File: src/rtl/ccr_pkg.sv
// Shared condition-code definitions for the 8-bit pipeline.
// Flag indices and default sizes used by branch, control and ccr units.
package ccr_pkg;

    localparam int FLG_Z = 0;
    localparam int FLG_N = 1;
    localparam int FLG_C = 2;
    localparam int FLG_V = 3;

    localparam int CCR_FLAG_W = 4;
    localparam int CCR_DEPTH  = 4;

    typedef enum logic [1:0] {
        OP_NONE,
        OP_PUSH,
        OP_POP,
        OP_SWAP
    } lifo_op_t;

endpackage

File: src/rtl/ccr_lifo.sv
// Flag save area: LIFO with push/pop/swap, occupancy count
// and sticky overflow/underflow detection.
module ccr_lifo
    import ccr_pkg::*;
#(
    parameter int FLAG_W = CCR_FLAG_W,
    parameter int DEPTH  = CCR_DEPTH,
    parameter int LVL_W  = $clog2(DEPTH + 1)
) (
    input  logic              clk,
    input  logic              rst,
    input  logic              save,
    input  logic              restore,
    input  logic              err_clr,
    input  logic [FLAG_W-1:0] wr_data,
    output logic [FLAG_W-1:0] top,
    output logic [LVL_W-1:0]  level,
    output logic              full,
    output logic              empty,
    output logic              load,
    output logic              ovf_err,
    output logic              unf_err
);

    localparam int IDX_W = (DEPTH > 1) ? $clog2(DEPTH) : 1;

    logic [FLAG_W-1:0] mem [DEPTH];
    logic [LVL_W-1:0]  top_lvl;
    logic [IDX_W-1:0]  top_idx;
    logic [IDX_W-1:0]  wr_idx;
    lifo_op_t          op;
    logic              ovf_set;
    logic              unf_set;

    assign full    = (level == LVL_W'(DEPTH));
    assign empty   = (level == '0);
    assign top_lvl = level - LVL_W'(1);
    assign top_idx = top_lvl[IDX_W-1:0];
    assign wr_idx  = level[IDX_W-1:0];
    assign top     = mem[top_idx];
    assign load    = (op == OP_POP) || (op == OP_SWAP);

    // Save+restore on an empty stack degrades to a plain save.
    always_comb begin
        op      = OP_NONE;
        ovf_set = 1'b0;
        unf_set = 1'b0;
        unique case (1'b1)
            save && restore && !empty:
                op = OP_SWAP;
            save && (!restore || empty) && !full:
                op = OP_PUSH;
            save && !restore && full:
                ovf_set = 1'b1;
            !save && restore && !empty:
                op = OP_POP;
            !save && restore && empty:
                unf_set = 1'b1;
            default: ;
        endcase
    end

    always_ff @(posedge clk) begin
        if (rst) begin
            level   <= '0;
            ovf_err <= 1'b0;
            unf_err <= 1'b0;
        end else begin
            unique case (op)
                OP_PUSH: level <= level + LVL_W'(1);
                OP_POP:  level <= top_lvl;
                default: ;
            endcase
            ovf_err <= ovf_set | (ovf_err & ~err_clr);
            unf_err <= unf_set | (unf_err & ~err_clr);
        end
    end

    always_ff @(posedge clk) begin
        if (!rst) begin
            unique case (op)
                OP_PUSH: mem[wr_idx]  <= wr_data;
                OP_SWAP: mem[top_idx] <= wr_data;
                default: ;
            endcase
        end
    end

endmodule

File: src/rtl/ccr_stack.sv
// Condition-code register with masked update and nested save area.
// Restore/swap take priority over the per-bit write mask.
module ccr_stack
    import ccr_pkg::*;
#(
    parameter int FLAG_W = CCR_FLAG_W,
    parameter int DEPTH  = CCR_DEPTH,
    parameter int LVL_W  = $clog2(DEPTH + 1)
) (
    input  logic              CLK,
    input  logic              RST,
    input  logic [FLAG_W-1:0] FLAGS_IN,
    input  logic [FLAG_W-1:0] FLAG_WE,
    input  logic              F_SAVE,
    input  logic              F_RESTORE,
    input  logic              ERR_CLR,
    output logic [FLAG_W-1:0] OUT,
    output logic [LVL_W-1:0]  LEVEL,
    output logic              STACK_FULL,
    output logic              STACK_EMPTY,
    output logic              OVF_ERR,
    output logic              UNF_ERR
);

    logic [FLAG_W-1:0] top;
    logic              load;

    ccr_lifo #(
        .FLAG_W (FLAG_W),
        .DEPTH  (DEPTH),
        .LVL_W  (LVL_W)
    ) u_lifo (
        .clk     (CLK),
        .rst     (RST),
        .save    (F_SAVE),
        .restore (F_RESTORE),
        .err_clr (ERR_CLR),
        .wr_data (OUT),
        .top     (top),
        .level   (LEVEL),
        .full    (STACK_FULL),
        .empty   (STACK_EMPTY),
        .load    (load),
        .ovf_err (OVF_ERR),
        .unf_err (UNF_ERR)
    );

    always_ff @(posedge CLK) begin
        if (RST) begin
            OUT <= '0;
        end else if (load) begin
            OUT <= top;
        end else begin
            OUT <= (OUT & ~FLAG_WE) | (FLAGS_IN & FLAG_WE);
        end
    end

endmodule

File: config.mk
export PLATFORM = sky130hd
export DESIGN_NAME = ccr_stack
export DESIGN_NICKNAME = d
export VERILOG_FILES = /design/src/rtl/ccr_pkg.sv /design/src/rtl/ccr_lifo.sv /design/src/rtl/ccr_stack.sv
export SDC_FILE = /design/constraint.sdc
export NUM_CORES = 1
export LEC_CHECK = 0
export ABC_CLOCK_PERIOD_IN_PS = 2800
export BUFFER_PORTS_ARGS = -buffer_cell sky130_fd_sc_hd__buf_2
export CAP_MARGIN = 10
export CELL_PAD_IN_SITES_DETAIL_PLACEMENT = 0
export CELL_PAD_IN_SITES_GLOBAL_PLACEMENT = 1
export CORE_UTILIZATION = 40
export DETAILED_ROUTE_END_ITERATION = 16
export HOLD_SLACK_MARGIN = 0.12
export PLACE_DENSITY = 0.78
export SETUP_SLACK_MARGIN = 0.4
export SLEW_MARGIN = 20
export SYNTH_ARGS = -nofsm -noshare
export SYNTH_HDL_FRONTEND = slang
export SYNTH_SLANG_ARGS = --single-unit
File: constraint.sdc
create_clock -name CLK -period 2.8 [get_ports CLK]
set_input_delay 0.84 -clock CLK [delete_from_list [all_inputs] [get_ports CLK]]
set_output_delay 0.84 -clock CLK [all_outputs]
set_load 0.05 [all_outputs]
==> reports/results.ini <==
[sta]
timing.final.crit_period_ps = 2240
finalSetupViolCount = 0
hold_viol = 0
tns_ps = 0
holdWs_ps = 478
rsz0062_at_grt = no
worst_slack_ps = 561
drv_slew = 0
finClkSkew_ps = 7.85
max-slew-margin-rel = 0.686
tightest_slew_ps = 468
post-route-period-util = 0.800
clock.fmax_mhz = 447

[logic_synthesis]
synth_edf_count = 16
yosys.area.top_type = edfxtp_1
yosysWarningCount = 0
ys_seq_area_frac = 0.536
ys.flop_type = edfxtp_1
synth_area_leaders = edfxtp_1 (39%), dfxtp_1 (15%), ha_1 (5.1%)
synth_cells = 100
async_flop_share = 0
synth.distinct_cells = 33
syn_area_um2 = 1230
synth_top_area_share = 0.390
yosys_register_bits = 25
syn_area_per_cell_um2 = 12.3
syn-num-nets = 118

[worst_setup_path]
cp.arrival_ps = 1400
r2r_cells = 8
worstPathMaxFanout = 8
path_class = flip-flop to output pin
critPathLaunchType = flip-flop
r2r_slack_ps = 650
critPathRequiredTime_ps = 1960
r2r-start = u_lifo.level[0]$_SDFFE_PP0P_
cp-end-kind = output pin

[power]
p_switching_mw = 0.664
p_leak_nw = 0.555
clock_power_share = 0.105
finalPower_mw = 1.47
combPwrFrac = 0.520
switching_share = 0.452
irDropWorstVdd_v = 0.000553
power_frac_seq = 0.376
p_int_mw = 0.806
powerDensity_nw_per_um2 = 1030

[clocking]
h-tree-depth = 1
clock_sinks = 25
clock_latency_ps = 310
clk_pin_slew_ps = 130
ctsHoldBuffers = 0
numCtsBuffers = 3
cts_tree = done
cts_buffer_depth = 2
clockRootBuffer = clkbuf_4

[global_routing]
grt_max_degree = 15
grt_usage = 0.152
grt_antenna_before_repair = 0
gr-total-overflow = 0
grt_pass1_vias = 769
grt_pass1_wl_um = 3800

[finish]
diodes = 0
fin_area_um2 = 1430
drive_gt1_frac = 0.421
mostFrequentLayoutCells = buf_2 (21), edfxtp_1 (16), dfxtp_1 (7)
syn_to_final_growth_pct = 15.9
final_nets = 145
final_common_cell = buf_2

[drt]
viasPerCell = 5.27
drc_errors = 2
firstDrtPassIters = 10
ant_nets = 0
totalWireLength_um = 2340
vias = 828
drt_iter0_markers = 21
avgRoutedWirePerCell_um = 14.9

[placement]
dpl_cell_area_um2 = 1370
hpwl_um = 1660
gp_congestion = 0.745
port_buffers = 23
place_ws_ps = 376

[floorplan]
core_um2 = 2830
start_util = 0.436
die_x_um = 57.5
die_area_um2 = 3310
rows = 19
die_h_um = 57.5
ios = 24

[run_status]
status = finished, violations left
violations = DRC

[worst_hold_path]
whs_endpoint = u_lifo.ovf_err$_SDFF_PP0_
hold_class = flip-flop to flip-flop
hold-path-cell-count = 2
hp-start = u_lifo.ovf_err$_SDFF_PP0_

[flow_run]
drv_cap = 0

## worst max-delay path: stages (launching register included)
cell	delay, ps
dfxtp_4	400
inv_2	100
ha_1	200
nand2_1	100
inv_1	70
clkbuf_4	220
## cell families (layout without fill, tap and decap cells)
logic type	after synthesis	after routing	synth area share
AND/OR/NAND/NOR	29	29	0.145
flip-flops	25	25	0.536
AO/OA/AOI/OAI	24	24	0.160
buffers and inverters	10	36	0.0518
adder cells (fa/ha/maj)	5	5	0.0508
multiplexers	5	5	0.0416
XOR/XNOR	2	2	0.0142
## metrics by stage
stage	instances	utilization
floorplan	100	-
CTS	154	0.494
finish	157	0.505
global placement	150	0.483
detailed placement	150	0.483
global route	157	0.505
## worst max path at each step
stage | start | endpoint | slack [ps] | depth (start not counted)
floorplan | u_lifo.level[0]$_SDFFE_PP0P_ | u_lifo.mem[3][0]$_DFFE_PP_ | 410 | 10
global placement | F_RESTORE | u_lifo.mem[3][2]$_DFFE_PP_ | 430 | 6
detailed placement | F_RESTORE | u_lifo.mem[0][2]$_DFFE_PP_ | 380 | 6
CTS | u_lifo.level[0]$_SDFFE_PP0P_ | STACK_FULL | 410 | 5
global route | u_lifo.level[0]$_SDFFE_PP0P_ | STACK_FULL | 450 | 5
finish | u_lifo.level[0]$_SDFFE_PP0P_ | STACK_FULL | 560 | 5
## final cells by class
type	count	area, µm²
Multi-Input combinational cell	65	532
Fill cell	265	1400
Clock inverter	1	5.00
Timing Repair Buffer	26	143
Inverter	6	22.5
Sequential cell	25	666
Clock buffer	3	22.5
Tap cell	31	38.8
## metal layers
layer	up-vias	track usage	share of wire
li1	425	-	-
met1	388	0.206	0.46
met2	13	0.256	0.50
met3	2	0.0272	0.038
met4	0	0.0314	0.0043
met5	-	0	0
## cell usage after synthesis, types with 2 or more instances
cell type	n
and2_2	3
edfxtp_1	16
inv_1	5
dfxtp_1	9
a21oi_1	5
a31oi_1	2
nor2_1	7
a211oi_1	5
and2_1	4
nor2b_1	2
nand2b_1	3
mux2i_1	4
a2111oi_1	6
buf_6	3
nand2_1	2
ha_1	5
a2111oi_2	2
xnor2_1	2
## what timing repair did
| action | CTS | global route |
|---|---|---|
| setup buffers | 0 | 3 |
| endpoints found under the setup margin | 5 | 13 |
| pin swaps | 0 | 1 |
| resized for setup | 2 | 4 |
| endpoints found under the hold margin | 0 | 0 |
## power groups by stage
stage,sequential [mW],combinational [mW],clock [mW]
final,0.553,0.764,0.154
after global routing,0.564,0.825,0.174
after CTS,0.567,0.718,0.160
after detailed placement,0.577,0.704,0
after global placement,0.574,0.691,0
after floorplan,0.671,0.482,0
Power figures use the tool's default switching activity.
